File: config.mk
export PLATFORM = sky130hd
export DESIGN_NAME = capture_sequencer
export DESIGN_NICKNAME = d
export VERILOG_FILES = /design/src/rtl/capture_sequencer.sv
export SDC_FILE = /design/constraint.sdc
export NUM_CORES = 1
export LEC_CHECK = 0
export CAP_MARGIN = 25
export CORE_MARGIN = 2
export CORE_UTILIZATION = 55
export DETAILED_ROUTE_END_ITERATION = 8
export DONT_BUFFER_PORTS = 1
export HOLD_SLACK_MARGIN = 0.1
export PLACE_DENSITY = 0.69
export SLEW_MARGIN = 40
export SYNTH_ARGS = -nofsm -noshare
export SYNTH_HDL_FRONTEND = slang
export SYNTH_SLANG_ARGS = --single-unit
File: constraint.sdc
create_clock -name c -period 4.8 [get_ports c]
set_input_delay 0.24 -clock c [delete_from_list [all_inputs] [get_ports c]]
set_output_delay 0.24 -clock c [all_outputs]
set_load 0.01 [all_outputs]
File: src/rtl/capture_sequencer.sv
// capture_sequencer: end-of-frame .. reset phase sequencer for N_CAM imagers on the PCIe clock.
// Optional watchdog on the waiting states is compiled in by defining CAPTURE_SEQ_WATCHDOG_EN.
module capture_sequencer #(
    parameter int N_CAM            = 2,
    parameter int REF_CAM          = 0,
    parameter int DRAIN_CYCLES     = 256,
    parameter int META_WAIT_CYCLES = 32,
    parameter int RST_CYCLES       = 16,
    parameter int CNT_W            = 10,
    parameter int TO_W             = 24
) (
    input  logic             c,
    input  logic             rst_n,
    input  logic             start,
    input  logic             stop,
    input  logic             continuous,
    input  logic [N_CAM-1:0] cam_mask,
    input  logic [N_CAM-1:0] fv,
    input  logic             metadata_flush_complete,
    input  logic             dma_flush_complete,
    output logic [N_CAM-1:0] cap_en,
    output logic             metadata_en,
    output logic             metadata_flush,
    output logic             dma_flush,
    output logic             cap_rst,
    output logic             irq_set,
    output logic             busy,
    output logic             timeout,
    output logic             aborted,
    output logic [15:0]      frame_cnt,
    output logic [3:0]       state
);

    typedef enum logic [3:0] {
        S_IDLE      = 4'd0,
        S_EOF       = 4'd1,
        S_SOF       = 4'd2,
        S_IMAGE     = 4'd3,
        S_DRAIN     = 4'd4,
        S_META      = 4'd5,
        S_META_WAIT = 4'd6,
        S_DMA_FLUSH = 4'd7,
        S_RST       = 4'd8
    } state_t;

    localparam logic [CNT_W-1:0] DRAIN_LAST = CNT_W'(DRAIN_CYCLES - 1);
    localparam logic [CNT_W-1:0] MW_LAST    = CNT_W'(META_WAIT_CYCLES - 1);
    localparam logic [CNT_W-1:0] RST_LAST   = CNT_W'(RST_CYCLES - 1);

    if (REF_CAM < 0 || REF_CAM >= N_CAM) begin : g_bad_ref_cam
        $error("REF_CAM must index an existing camera");
    end
    if (TO_W < 2 || CNT_W < 1) begin : g_bad_widths
        $error("TO_W must be at least 2 and CNT_W at least 1");
    end

    state_t           st_q, st_d;
    logic [CNT_W-1:0] dwell_q;
    logic [N_CAM-1:0] m_q;
    logic             all_low;
    logic             sof_ref;
    logic             ref_found;
    logic             leave_idle;
    logic             abort_now;
    logic             rst_exit;
    logic             rst_exit_q;
    logic             rst_ok_q;
    logic             wd_fire;

    assign state   = st_q;
    assign busy    = (st_q != S_IDLE);
    assign all_low = ~|(fv & m_q);

    // Start-of-frame follows REF_CAM, or the lowest enabled camera when REF_CAM is masked off.
    always_comb begin
        sof_ref   = fv[REF_CAM];
        ref_found = 1'b0;
        if (!m_q[REF_CAM]) begin
            sof_ref = 1'b0;
            for (int i = 0; i < N_CAM; i++) begin
                if (m_q[i] && !ref_found) begin
                    sof_ref   = fv[i];
                    ref_found = 1'b1;
                end
            end
        end
    end

    always_comb begin
        st_d       = st_q;
        leave_idle = 1'b0;
        abort_now  = 1'b0;
        rst_exit   = 1'b0;
        case (st_q)
            S_IDLE: begin
                if (start && !stop && (|cam_mask)) begin
                    st_d       = S_EOF;
                    leave_idle = 1'b1;
                end
            end
            S_EOF:       if (all_low) st_d = S_SOF;
            S_SOF:       if (sof_ref) st_d = S_IMAGE;
            S_IMAGE:     if (all_low) st_d = S_DRAIN;
            S_DRAIN:     if (dwell_q == DRAIN_LAST) st_d = S_META;
            S_META:      if (metadata_flush_complete) st_d = S_META_WAIT;
            S_META_WAIT: if (dwell_q == MW_LAST) st_d = S_DMA_FLUSH;
            S_DMA_FLUSH: if (dma_flush_complete) st_d = S_RST;
            S_RST: begin
                if (dwell_q == RST_LAST) begin
                    rst_exit = 1'b1;
                    st_d     = (continuous && !stop && !timeout && !aborted) ? S_EOF : S_IDLE;
                end
            end
            default:     st_d = S_IDLE;
        endcase
        // Flushes already in flight (META, DMA_FLUSH) and RST itself are never cut short by stop.
        if (stop && (st_q == S_EOF || st_q == S_SOF || st_q == S_IMAGE ||
                     st_q == S_DRAIN || st_q == S_META_WAIT)) begin
            st_d      = S_RST;
            abort_now = 1'b1;
        end
        if (wd_fire) st_d = S_RST;
    end

    always_ff @(posedge c or negedge rst_n) begin
        if (!rst_n) begin
            st_q       <= S_IDLE;
            dwell_q    <= '0;
            m_q        <= '0;
            aborted    <= 1'b0;
            rst_exit_q <= 1'b0;
            rst_ok_q   <= 1'b0;
        end else begin
            st_q       <= st_d;
            dwell_q    <= (st_d != st_q) ? '0 : dwell_q + 1'b1;
            rst_exit_q <= rst_exit;
            rst_ok_q   <= !aborted && !timeout;
            if (leave_idle) begin
                m_q     <= cam_mask;
                aborted <= 1'b0;
            end else if (abort_now) begin
                aborted <= 1'b1;
            end
        end
    end

    // Moore decodes of the state register, one cycle behind state entry.
    always_ff @(posedge c or negedge rst_n) begin
        if (!rst_n) begin
            cap_en         <= '0;
            metadata_en    <= 1'b0;
            metadata_flush <= 1'b0;
            dma_flush      <= 1'b0;
            cap_rst        <= 1'b0;
            irq_set        <= 1'b0;
            frame_cnt      <= '0;
        end else begin
            cap_en         <= (st_q == S_SOF || st_q == S_IMAGE) ? m_q : '0;
            metadata_en    <= (st_q == S_DRAIN || st_q == S_META || st_q == S_META_WAIT);
            metadata_flush <= (st_q == S_META) && (dwell_q == '0);
            dma_flush      <= (st_q == S_DMA_FLUSH);
            cap_rst        <= (st_q == S_RST);
            irq_set        <= rst_exit_q;
            if (rst_exit_q && rst_ok_q) frame_cnt <= frame_cnt + 16'd1;
        end
    end

`ifdef CAPTURE_SEQ_WATCHDOG_EN
    localparam logic [TO_W-1:0] WD_LAST = ~TO_W'(1);

    logic [TO_W-1:0] wd_q;
    logic            wd_active;
    logic            timeout_q;

    assign wd_active = (st_q == S_EOF || st_q == S_SOF || st_q == S_IMAGE ||
                        st_q == S_META || st_q == S_DMA_FLUSH);
    // Fires on the edge that would take the counter to all-ones, so RST is entered on that edge.
    assign wd_fire   = wd_active && (wd_q == WD_LAST);
    assign timeout   = timeout_q;

    always_ff @(posedge c or negedge rst_n) begin
        if (!rst_n) begin
            wd_q      <= '0;
            timeout_q <= 1'b0;
        end else begin
            if (st_d != st_q)   wd_q <= '0;
            else if (wd_active) wd_q <= wd_q + 1'b1;
            if (leave_idle)     timeout_q <= 1'b0;
            else if (wd_fire)   timeout_q <= 1'b1;
        end
    end
`else
    assign wd_fire = 1'b0;
    assign timeout = 1'b0;
`endif

endmodule

Yosys cells after proc, flatten, opt, wreduce, memory -nomap -nowiden --
Index checks and enable logic that the tools add are counted.
Cells by class: reductions and logical operators 24, bitwise operators 1, muxes and demuxes 24, add/subtract/negate cells 2, equality and inequality tests 12
Operator list (count):
- $mux 4 | 10
- $pmux 4 s9 | 1
- $add 16x1->16 const B | 1
- $eq 4x3->1 const B | 4
- $mux 1 | 11
- $add 10x1->10 const B | 1
- $eq 10x4->1 const B | 1
- $eq 10x5->1 const B | 1
- $eq 10x8->1 const B | 1
- $logic_not 10->1 | 1
- $mux 10 | 1
- $eq 4x2->1 const B | 2
- $logic_and 1x1->1 | 8
- $logic_or 1x1->1 | 7
- $eq 4x1->1 const B | 1
- $eq 4x4->1 const B | 1
- $logic_not 4->1 | 1
- $ne 4x4->1 | 1
- $reduce_bool 4->1 | 1
- $reduce_or 2->1 | 2
- $logic_not 1->1 | 3
- $and 2x2->2 | 1
- $mux 2 | 1
- $reduce_bool 2->1 | 1
Word-level totals: output and inout bits 30, bits of input ports 11, word-level logic and storage cells 76, flip-flop bits (word level) 42

Depth between registers and ports, before layout --
word-level depth 10, mapped depth 6, gate-level depth less buffers 6

Worst setup path after synthesis --
No wires, ideal clock.
kind register to register, from register st_q[1] (netlist: state[1]), to register dwell_q[1], setup time 0.149 ns, stages on the path, launching flop included 6, required time 4.651 ns, arrival 1.995 ns, buffers on the path 0, slack 2.657 ns, cell sequence dfrtp_1 -> or4_4 -> nor4b_4 -> nor3_1 -> a311oi_4 -> nor3b_1
On the way: longest elaborated chain between the ends 9, elaborated cells on any way between the ends 27, classes of those cells eq/ne: 9; mux: 12; reduce/logical: 6
RTL lines:
- start: declaration | line 57 | state_t st_q, st_d;
- start signal: assignment | line 134 | st_q <= st_d;
- $eq 4x1->1 or $eq 4x2->1 (tied branches) | line 94, 117
- $logic_or 1x1->1 (3 in a row) | line 117 | if (stop && (st_q == S_EOF || st_q == S_SOF || st_q == S_IMAGE ||
- $logic_or 1x1->1 | line 118 | st_q == S_DRAIN || st_q == S_META_WAIT)) begin
- $logic_and 1x1->1 | line 117
- $mux 4 | line 117
- $ne 4x4->1 * | line 135 | dwell_q <= (st_d != st_q) ? '0 : dwell_q + 1'b1;
- $mux 10 * | line 135
- end signal: assignment | line 135
- end: declaration | line 58 | logic [CNT_W-1:0] dwell_q;
Mark *: on every way between the ends. The rest lies on a longest branch, timed or not. A chain may end at the register's enable or synchronous reset.

Worst setup path after layout --
Ends and elaborated chain as after synthesis.

==> reports/qor.csv <==
stage,metric,value,unit
run_status,status,finished clean,
pwr,Tot Pwr,0.976,mW
finish,Final #Nets,208,
floorplanning,Starting Density,56.5,%
drt,DR vias,1429,
synth,number of synthesized flops with an enable pin,0,
synth,asr flop ratio synth,100,%
clocking,"Reg clk slew, reported paths",0.08,ns
critical_path,CP bufs+invs,0,
drt,detailed-route wire length,3890,um
floorplanning,die area,4210,um^2
pwr,Max IR drop VDD,175,uV
drt,initial drt markers,121,
synth,most common cell in the netlist,dfrtp_1,
floorplanning,std cell rows,22,
clocking,clock root buffer master,clkbuf_8,
drt,drt first pass iters,4,
critical_path,r2r startpoint,state[1],
critical_path,cell family with most CP delay,simple AND/OR/NAND/NOR gates,
clocking,CTS tree,yes,
critical_path,r2r worst-path depth,5,
floorplanning,Die W,64.9,um
drt,post-DR wirelength/cell,16.0,um
global_routing,Total GRT Usage,20.1,%
sta,Final min period,2.54,ns
synth,top-area cell type share of the netlist area,51.6,%
critical_path,Crit path arrival time,2.69,ns
placed_design,Port Buf Inserts,0,
critical_path,Critical Path Fanout Max,14,
synth,"Avg Cell Area, Syn",10.9,um^2
synth,synth cell count leaders,"42 x dfrtp_1, 18 x xnor2_1, 14 x nor2_1, 14 x nor3_1, 12 x nand2_1",
synth,register area share after synthesis,51.6,%
synth,Gate Count Post-Synth,187,
critical_path,Crit Path Class,reg2reg,
floorplanning,# IOs,41,
sta,worst setup slack after layout,2.26,ns
sta,setup TNS,0,ns
synth,top post-synthesis cells by area,"dfrtp_1 52%, xnor2_1 7.7%, nor3_1 3.4%, nand3_1 2.7%, nor2_1 2.6%",
global_routing,first-pass GRT wire length,6290,um
global_routing,largest net degree at the start of global routing,43,
synth,Netlist cell types,46,
clocking,Skew-Pair Late Insertion Delay,0.30,ns
hold_path,worst min path class,in2reg,
finish,Antenna Cells,0,
critical_path,CP startpoint kind,flip-flop,
sta,clk_skew,0.00937,ns
critical_path,max incr delay on CP,0.66,ns
placed_design,dpl ws,2.26,ns
placed_design,gpl congestion,0.930,
drt,met3 WL post-DR,248,um
pwr,Pleak,0.969,nW
sta,fin crit share,52.9,%
drt,post-detailed-route count of antenna-violating nets,0,
clocking,CTS max path bufs,2,
drt,via/cell ratio,5.88,
critical_path,crit path max-delay cell type,or4_4,
placed_design,HPWL after DPL,2840,um
flow_run,number of max-cap violations,0,
finish,Area Growth Syn to Fin,8.84,%
synth,Synth Net Count,201,
sta,slew margin rel.,51.5,%
critical_path,R2R setup slack,2.26,ns
finish,share of cells above drive strength 1,10.8,%
clocking,Sink Count,42,
hold_path,hold path endpoint,state[2],
sta,max-slew violations,0,
clocking,CTS Buf Count,5,
synth,Yosys reg bits,42,
sta,Fmax achieved,394,MHz
drt,wl on met1,1640,um
sta,final setup fails,0,
pwr,power per cell area,440,nW/um^2
sta,Least-Margin Pin Slew,0.727,ns
drt,DR top layer,met4,
sta,RSZ-0062 raised after global routing,no,
synth,Yosys top cell by area,dfrtp_1,
synth,"Top FF cell, synth",dfrtp_1,
synth,Ys Warns,0,
critical_path,"Cell Chain, Critical Path",or4_4 > nor4b_4 > nor3_1 > a311oi_4 > nor3b_1,
hold_path,Hold Path Depth,2,
global_routing,initial antenna violation count,0,
synth,Synth Cell Area,2040,um^2
critical_path,CP required,4.95,ns
clocking,Max H-tree Level,2,
global_routing,vias in the first global route,1363,
critical_path,CP Launch Point,state[1],
drt,DR DRC count,0,
critical_path,R2R Path End,dwell_q[1],
clocking,cts repair resizes,0,
global_routing,grt ovf,0,
floorplanning,die height,64.9,um
floorplanning,Core Area,3610,um^2
sta,final hold vios,0,
critical_path,critical path capture point type,flip-flop,
hold_path,Hold Path Origin,dma_flush_complete,
drt,met2 wire length,1940,um
==> flip-flops by register name (all words and copies together) (netlist names) <==
name / cells
aborted: 1
cap_en: 2
cap_rst: 1
dma_flush: 1
dwell_q: 10
frame_cnt: 16
irq_set: 1
m_q: 2
metadata_en: 1
metadata_flush: 1
rst_exit_q: 1
rst_ok_q: 1
state: 4
==> placed cells by master (no fill, tap or decap), types with 2 or more instances in the layout <==
master	netlist	final
ha_1	3	3
inv_1	9	9
a21oi_1	3	3
nand4_1	7	7
nor3_1	14	14
clkbuf_8	0	6
xnor2_1	18	18
nor4_1	2	2
o21ai_0	3	3
xor2_1	6	6
mux2_2	3	3
or3_1	3	3
nand2_1	12	12
dlygate4sd3_1	0	3
dfrtp_1	42	42
nand3_1	11	11
nand2b_1	3	3
nor2_1	14	14
and3_1	3	3
==> how the worst max path moves through the flow <==
stage	endpoint	slack, ns	cells after the start
after detailed placement	dwell_q[4]	2.26	5
after CTS	dwell_q[1]	2.25	5
after global routing	dwell_q[3]	2.10	5
final	dwell_q[1]	2.26	5
after global placement	dwell_q[1]	2.35	5
after floorplan	dwell_q[1]	2.66	5
==> final cells by class <==
cell class                 count  area [um^2]
timing repair buffer           4         50.0
clock buffer                   6         82.6
inverter                       9         33.8
multi-input combinational    132          928
fill                         309         1390
clock inverter                 2         12.5
tap                           48         60.1
sequential                    42         1050
==> stage by stage <==
| stage | instances | hold slack [ns] | util [%] | area (um^2) |
|---|---|---|---|---|
| after floorplan | 187 | -0.0556 | - | 2040 |
| after global placement | 231 | -0.0548 | 57.5 | 2070 |
| after detailed placement | 231 | -0.0548 | 57.5 | 2070 |
| after CTS | 243 | 0.130 | 61.5 | 2220 |
| after global routing | 243 | 0.132 | 61.5 | 2220 |
| final | 243 | 0.143 | 61.5 | 2220 |
==> kinds of logic (layout without fill, tap and decap cells) <==
kind of cell / count (synthesis) / count (layout) / share of synthesized area [%]
other: 1 / 1 / 0.184
multiplexers: 4 / 4 / 2.15
AO/OA/AOI/OAI: 19 / 19 / 8.04
buffers and inverters: 13 / 21 / 2.88
adder cells (fa/ha/maj): 3 / 3 / 1.84
AND/OR/NAND/NOR: 81 / 81 / 23.0
XOR/XNOR: 24 / 24 / 10.3
flip-flops: 42 / 42 / 51.6
==> what timing repair did <==
item	in CTS	in global routing
setup buffers	0	0
hold endpoints to repair	44	0
hold buffers	4	0
==> routing by layer <==
| layer | vias to the layer above | track usage, % |
|---|---|---|
| met3 | 5 | 7.29 |
| met4 | 0 | 7.98 |
| met5 | - | 0 |
| li1 | 679 | - |
| met2 | 42 | 33.1 |
| met1 | 703 | 23.9 |
==> power by group <==
part / switching [mW] / internal (mW) / total, mW / leakage, nW
sequential: 0.0760 / 0.399 / 0.475 / 0.572
clock: 0.120 / 0.116 / 0.235 / 0.0472
combinational: 0.155 / 0.111 / 0.266 / 0.350
Note: power is estimated with default switching activity, not from simulation.
